[src/rtl/cla4_serial_subtractor.sv]
`default_nettype none
// +--------------------------------------------------------------------------+
// | cla4_serial_subtractor: a - b - bin, one borrow-lookahead nibble/clock.  |
// | Optional macro SUB_SIGNED_OVF_EN adds the signed-overflow port ovf.      |
// | Revision: 1.0                                                            |
// +--------------------------------------------------------------------------+
module cla4_serial_subtractor #(
  parameter int WIDTH = 16
) (
  input  logic             clk,
  input  logic             rst,
  input  logic             start,
  input  logic [WIDTH-1:0] a,
  input  logic [WIDTH-1:0] b,
  input  logic             bin,
  output logic             in_ready,
  output logic             out_valid,
  input  logic             out_ready,
  output logic [WIDTH-1:0] diff,
  output logic             bout,
  output logic             zero
`ifdef SUB_SIGNED_OVF_EN
  ,
  output logic             ovf
`endif
);

  localparam int NIB  = WIDTH / 4;
  localparam int IDXW = (NIB > 1) ? $clog2(NIB) : 1;
  localparam logic [IDXW-1:0] LAST_IDX = IDXW'(NIB - 1);

  typedef enum logic [1:0] {
    S_IDLE = 2'd0,
    S_RUN  = 2'd1,
    S_DONE = 2'd2
  } state_t;

  state_t            state_q, state_d;
  logic [WIDTH-1:0]  a_q, a_d, b_q, b_d;
  logic [WIDTH-1:0]  res_q, res_d;
  logic [WIDTH-1:0]  diff_q, diff_d;
  logic [IDXW-1:0]   idx_q, idx_d;
  logic              br_q, br_d;
  logic              bout_q, bout_d;
  logic              zero_q, zero_d;
`ifdef SUB_SIGNED_OVF_EN
  logic              sa_q, sa_d, sb_q, sb_d;
  logic              ovf_q, ovf_d;
`endif

  // Operands shift right each RUN cycle, so the active nibble is always [3:0].
  logic [3:0] nib_a, nib_b, g, p, brv, nib_d;
  logic       br4;

  always_comb begin
    nib_a  = a_q[3:0];
    nib_b  = b_q[3:0];
    g      = ~nib_a & nib_b;
    p      = ~(nib_a ^ nib_b);
    brv[0] = br_q;
    brv[1] = g[0] | (p[0] & br_q);
    brv[2] = g[1] | (p[1] & g[0]) | (p[1] & p[0] & br_q);
    brv[3] = g[2] | (p[2] & g[1]) | (p[2] & p[1] & g[0]) | (p[2] & p[1] & p[0] & br_q);
    br4    = g[3] | (p[3] & g[2]) | (p[3] & p[2] & g[1]) | (p[3] & p[2] & p[1] & g[0])
           | (p[3] & p[2] & p[1] & p[0] & br_q);
    nib_d  = nib_a ^ nib_b ^ brv;
  end

  always_comb begin
    state_d = state_q;
    a_d     = a_q;
    b_d     = b_q;
    br_d    = br_q;
    idx_d   = idx_q;
    res_d   = res_q;
    diff_d  = diff_q;
    bout_d  = bout_q;
    zero_d  = zero_q;
`ifdef SUB_SIGNED_OVF_EN
    sa_d    = sa_q;
    sb_d    = sb_q;
    ovf_d   = ovf_q;
`endif
    case (state_q)
      S_IDLE: begin
        if (start) begin
          a_d     = a;
          b_d     = b;
          br_d    = bin;
          idx_d   = '0;
          res_d   = '0;
`ifdef SUB_SIGNED_OVF_EN
          sa_d    = a[WIDTH-1];
          sb_d    = b[WIDTH-1];
`endif
          state_d = S_RUN;
        end
      end
      S_RUN: begin
        a_d   = a_q >> 4;
        b_d   = b_q >> 4;
        br_d  = br4;
        idx_d = idx_q + 1'b1;
        // New nibble enters at the top; after NIB shifts nibble 0 sits at the bottom.
        res_d = (res_q >> 4) | (WIDTH'(nib_d) << (WIDTH - 4));
        if (idx_q == LAST_IDX) begin
          diff_d  = res_d;
          bout_d  = br4;
          zero_d  = (res_d == '0);
`ifdef SUB_SIGNED_OVF_EN
          ovf_d   = (sa_q != sb_q) & (res_d[WIDTH-1] != sa_q);
`endif
          state_d = S_DONE;
        end
      end
      S_DONE: begin
        if (out_ready) state_d = S_IDLE;
      end
      default: state_d = S_IDLE;
    endcase
  end

  always_ff @(posedge clk or posedge rst) begin
    if (rst) begin
      state_q <= S_IDLE;
      a_q     <= '0;
      b_q     <= '0;
      br_q    <= 1'b0;
      idx_q   <= '0;
      res_q   <= '0;
      diff_q  <= '0;
      bout_q  <= 1'b0;
      zero_q  <= 1'b0;
`ifdef SUB_SIGNED_OVF_EN
      sa_q    <= 1'b0;
      sb_q    <= 1'b0;
      ovf_q   <= 1'b0;
`endif
    end else begin
      state_q <= state_d;
      a_q     <= a_d;
      b_q     <= b_d;
      br_q    <= br_d;
      idx_q   <= idx_d;
      res_q   <= res_d;
      diff_q  <= diff_d;
      bout_q  <= bout_d;
      zero_q  <= zero_d;
`ifdef SUB_SIGNED_OVF_EN
      sa_q    <= sa_d;
      sb_q    <= sb_d;
      ovf_q   <= ovf_d;
`endif
    end
  end

  assign in_ready  = (state_q == S_IDLE);
  assign out_valid = (state_q == S_DONE);
  assign diff      = diff_q;
  assign bout      = bout_q;
  assign zero      = zero_q;
`ifdef SUB_SIGNED_OVF_EN
  assign ovf       = ovf_q;
`endif

endmodule
`default_nettype wire

[config.mk]
export PLATFORM = sky130hd
export DESIGN_NAME = cla4_serial_subtractor
export DESIGN_NICKNAME = d
export VERILOG_FILES = /design/src/rtl/cla4_serial_subtractor.sv
export SDC_FILE = /design/constraint.sdc
export NUM_CORES = 1
export LEC_CHECK = 0
export BUFFER_PORTS_ARGS = -buffer_cell sky130_fd_sc_hd__buf_2
export CORE_MARGIN = 2
export CORE_UTILIZATION = 55
export DETAILED_ROUTE_END_ITERATION = 8
export PLACE_DENSITY_LB_ADDON = 0.05
export SLEW_MARGIN = 20
export SYNTH_ARGS = -nofsm -noshare
export SYNTH_HDL_FRONTEND = slang
export SYNTH_SLANG_ARGS = --single-unit
[constraint.sdc]
create_clock -name clk -period 2.1 [get_ports clk]
set_input_delay 0.105 -clock clk [delete_from_list [all_inputs] [get_ports clk]]
set_output_delay 0.105 -clock clk [all_outputs]
set_load 0.02 [all_outputs]
======== Word-level counts from Yosys, hierarchy flattened ========
Index checks and enable logic that the tools add are counted.
operators by class
  $add $sub $neg .......................... 1
  multiply operators ...................... 0
  div/mod/pow operators ................... 0
  order comparisons ....................... 0
  equality and inequality tests ........... 6
  shift-type cells ........................ 0
  muxes and demuxes ....................... 14
  bitwise operators ....................... 32
  reduce and logical (&&, ||, !) cells .... 6
operator list
  cell                 count
  $pmux 16 s2          3
  $mux 16              3
  $and 1x1->1          16
  $logic_not 16->1     1
  $or 12x16->16        1
  $or 1x1->1           10
  $mux 2               4
  $not 4->4            2
  $xor 4x4->4          2
  $pmux 2 s3           1
  $and 4x4->4          1
  $eq 2x2->1 const B   2
  $ne 2x2->1 const B   2
  $pmux 2 s2           1
  $reduce_and 2->1     2
  $reduce_and 3->1     1
  $add 2x1->2 const B  1
  $eq 2x1->1 const B   1
  $logic_not 2->1      1
  $ne 2x1->1 const B   1
  $pmux 1 s2           1
  $reduce_bool 2->1    1
  $mux 1               1
word-level totals
  register bits ........................... 71
  bits in latches ......................... 0
  RAM bits ................................ 0
  memory bits (read-only) ................. 0
  logic and storage cells ................. 68
  memories ................................ 0

======== Depth between registers and ports, before layout ========
  depth after elaboration ................. 9
  mapped depth ............................ 6
  depth with buffers taken out ............ 6

======== Worst setup path after synthesis ========
Ideal clock, no wire load.
  kind .................................... reg-to-reg
  start ................................... register a_q[0]
  end ..................................... register br_q
  arrival time ............................ 1.511 ns
  data required time ...................... 1.973 ns
  slack ................................... 0.463 ns
  stages on the path, launching flop included .. 7
  path buffers ............................ 0
  path through ............................ dfrtp_1 > inv_1 > ha_1 > a21oi_1 > a2bb2oi_1 > a32oi_1 > o2bb2a_1
on the way
  cells in the longest elaborated chain, start to end .. 6
  elaborated cells between the ends (all ways) .. 10
  classes of those cells .................. mux (1); bitwise (9)
ends and longest elaborated chain
  what                                              RTL line  source
  from (decl)                                       39        logic [WIDTH-1:0] a_q, a_d, b_q, b_d;
  from (signal assigned)                            126       a_q <= '0;
  from (signal assigned)                            141       a_q <= a_d;
  $not 4->4 / $xor 4x4->4 (equally long branches)   58, 59
  $and 4x4->4 / $not 4->4 (equally long branches)   58, 59
  $and 1x1->1 (on tied branches)                    64, 65
  $or 1x1->1 / $and 1x1->1 (equally long branches)  64, 65
  $or 1x1->1 *                                      65        | (p[3] & p[2] & p[1] & p[0] & br_q);
  $pmux 1 s2 *                                      84        case (state_q)
  to (signal assigned)                              143       br_q <= br_d;
  to (decl)                                         43        logic br_q, br_d;
Every way passes the cells marked *; elsewhere a longest branch is shown, timed or not.
A chain may end at the register's enable or synchronous reset.

======== Worst setup path after layout ========
Same ends and word-level chain as after synthesis.

==> flow_summary_export.csv <==
group,metric,value,unit
run_status,outcome,"finished clean",
synthesis,ys_ff_latch,67,
grt,grt.overflow.total,0,
timing,skew,9.46,ps
finish,final_cell_count_no_fill,430,
synthesis,synth_warnings,0,
setup_path,reg2reg_depth,6,
timing,timing.final.crit_share,88.0,%
floorplan,die_x,79.6,um
placement,hpwl,4430,um
synthesis,synth_xor_area_share,0.558,%
finish,nets,398,
clock_network,cts_tree,"built",
grt,gr-usage-all-layers,23.2,%
setup_path,rr_endpoint,"br_q",
run,maxCapViolCount,0,
synthesis,syn_area_per_cell,10.7,um2
synthesis,yosys.area_share.simple,14.0,%
synthesis,muxShareOfSynthArea,5.98,%
timing,finalMaxSlewViolations,0,
grt,grt_max_degree,68,
setup_path,timing.rr.start,"a_q[0]",
pwr,ir_drop,0.668,mV
detailed_routing,drt_wl_total,6560,um
setup_path,critical_path_class,"flip-flop to flip-flop",
timing,min_period,1850,ps
synthesis,synth_top_family_by_area,"compound AO/OA/AOI/OAI gates",
min_path,hold_depth,3,
finish,final_layout_size_suffix_gt1_share,26.5,%
clock_network,numCtsBuffers,9,
timing,fmax,541,MHz
finish,diodes,0,
clock_network,clkLatencyLatePin,330,ps
finish,seq_area,0.00168,mm2
min_path,min_to,"b_q[15]",
floorplan,die_area,0.00633,mm2
detailed_routing,drcViolationCount,0,
clock_network,cts_max_path_buffers,2,
synthesis,synth_compound_area_share,18.2,%
detailed_routing,firstDrtPassIters,4,
detailed_routing,antenna_left,0,
floorplan,die_y,79.6,um
detailed_routing,drtIter0Drc,116,
finish,multi_input_area,0.00131,mm2
detailed_routing,viasPerCell,5.55,
setup_path,critPathMaxFanout,3,
synthesis,synthAdderAreaFrac,3.03,%
synthesis,synth_nets,338,
timing,setup_violations,0,
setup_path,arrival,2060,ps
setup_path,cp_data_required_time,2310,ps
timing,worstMarginPinSlew,573,ps
finish,fillers,424,
pwr,p_leak,1.90,nW
clock_network,clkTransAtPathRegs,70,ps
grt,grt_pass1_vias,2396,
placement,place_ws,262,ps
setup_path,end_kind,"flip-flop",
timing,rsz0062_at_grt,"no",
synthesis,synth_cell_types,36,
detailed_routing,vias,2385,
finish,syn_to_final_growth,18.7,%
grt,grt_pass1_wl,11100,um
placement,gp_congestion,0.851,
clock_network,cts_resized,0,
detailed_routing,wire_per_inst,15.3,um
setup_path,rrSetupSlack,250,ps
synthesis,synth-seq-area-share,53.4,%
clock_network,htree_levels,3,
placement,io_buffers,56,
clock_network,cts_root_buffer,"clkbuf_8",
min_path,hold_class,"primary input to flip-flop",
floorplan,initial_core_util,57.0,%
timing,tns,0,ps
clock_network,cts.sinks,67,
grt,antenna_found_initial,0,
floorplan,core_area,0.00551,mm2
floorplan,ios,57,
timing,setup_ws,251,ps
timing,finalHoldViolCount,0,
pwr,powerDensity,1530,mW/mm2
synthesis,syn-cell-area,0.00314,mm2
setup_path,critPathLaunchType,"flip-flop",
placement,placed_cells,410,
synthesis,postSynthCellCount,294,
floorplan,rows,27,
timing,maxSlewHeadroom,61.7,%
min_path,min-delay-start,"b[15]",
[layout make-up]
cell class	count	area share (%)
multi-input combinational	195	35.3
sequential	67	45.0
inverter	11	1.11
tap	72	2.42
clock buffer	13	4.26
timing repair buffer	70	11.0
clock inverter	2	0.940
[state kept, by name (all words and copies together), names as in the netlist]
| signal | flops |
|---|---|
| state_q | 2 |
| diff | 16 |
| b_q | 16 |
| res_q | 12 |
| zero | 1 |
| idx_q | 2 |
| br_q | 1 |
| a_q | 16 |
| bout | 1 |
[metal layers]
layer  wire, um  track usage, %
met4        167            12.4
met1       2930            28.4
met3        241            4.64
met5          0               0
met2       3220            38.5
[synthesized netlist by cell type (all sizes together)]
cell,number,area [um2]
dfrtp,67,1680
o21ai,38,190
nand2,36,143
a21oi,29,145
and3b,18,158
a22o,13,114
mux2,13,188
buf,12,75.1
inv,11,41.3
clkbuf,9,36.3
nor2b,9,63.8
a22oi,6,45.0
ha,6,75.1
nor2,6,22.5
a21o,2,15.0
nand2b,2,12.5
nand3,2,10.0
nor4,2,12.5
xnor2,2,17.5
a211oi,1,7.51
a2bb2oi,1,8.76
a32o,1,10.0
a32oi,1,8.76
and2,1,6.26
fa,1,20.0
nand4,1,6.26
nor3,1,5.00
o21bai,1,7.51
o2bb2a,1,10.0
o31a,1,8.76
[worst max-delay path, cell delays in order (launching register included)]
cell and delay, ps:
dfrtp_1 390, inv_1 80, ha_1 330, a21oi_1 180, a2bb2oi_1 290, a32oi_1 130
o2bb2a_1 330
[cell families after synthesis]
kind of cell,Yosys count
and+or+nand+nor,78
xor gates and xnor gates,2
AOI/OAI and AO/OA,95
DFF,67
adders and majority gates,7
buffers and inverters,32
muxes,13
[per-stage QoR]
step | cell area (um2) | util (%) | power (mW) | hold WS [ps]
after floorplan | 3140 | - | 4.00 | 213
after global placement | 3480 | 63.2 | 4.60 | 206
after detailed placement | 3480 | 63.2 | 4.67 | 209
after CTS | 3730 | 67.7 | 5.74 | 50.0
after global routing | 3730 | 67.7 | 6.14 | 66.9
final | 3730 | 67.7 | 5.71 | 55.9
[cell usage in the layout (no fill, tap or decap), types with 8 or more instances in the layout]
master	netlist	layout
a21oi_1	29	29
a22o_1	13	13
and3b_1	18	18
buf_2	9	56
buf_4	1	8
clkbuf_8	0	11
dfrtp_1	67	67
inv_1	11	10
mux2_4	11	11
nand2_1	35	35
nor2b_1	8	8
o21ai_0	38	38
[repair_timing]
| item | CTS | global route |
|---|---|---|
| hold buffers | 5 | 0 |
| endpoints found under the hold margin | 71 | 0 |
| buffers inserted | 0 | 0 |
[how the worst max path moves through the flow]
stage	end	depth (start not counted)	slack [ps]	start
after CTS	br_q	6	250	a_q[0]
after detailed placement	br_q	6	260	a_q[0]
after global routing	br_q	6	90	a_q[0]
after global placement	br_q	6	380	a_q[0]
after floorplan	a_q[0]	1	310	rst
final	br_q	6	250	a_q[0]
[where the power goes]
| part | internal (mW) | total (mW) | switching, mW |
|---|---|---|---|
| clock network | 0.606 | 1.06 | 0.456 |
| registers | 1.83 | 2.22 | 0.397 |
| logic | 1.09 | 2.42 | 1.34 |
(Power assumes the default switching activity.)
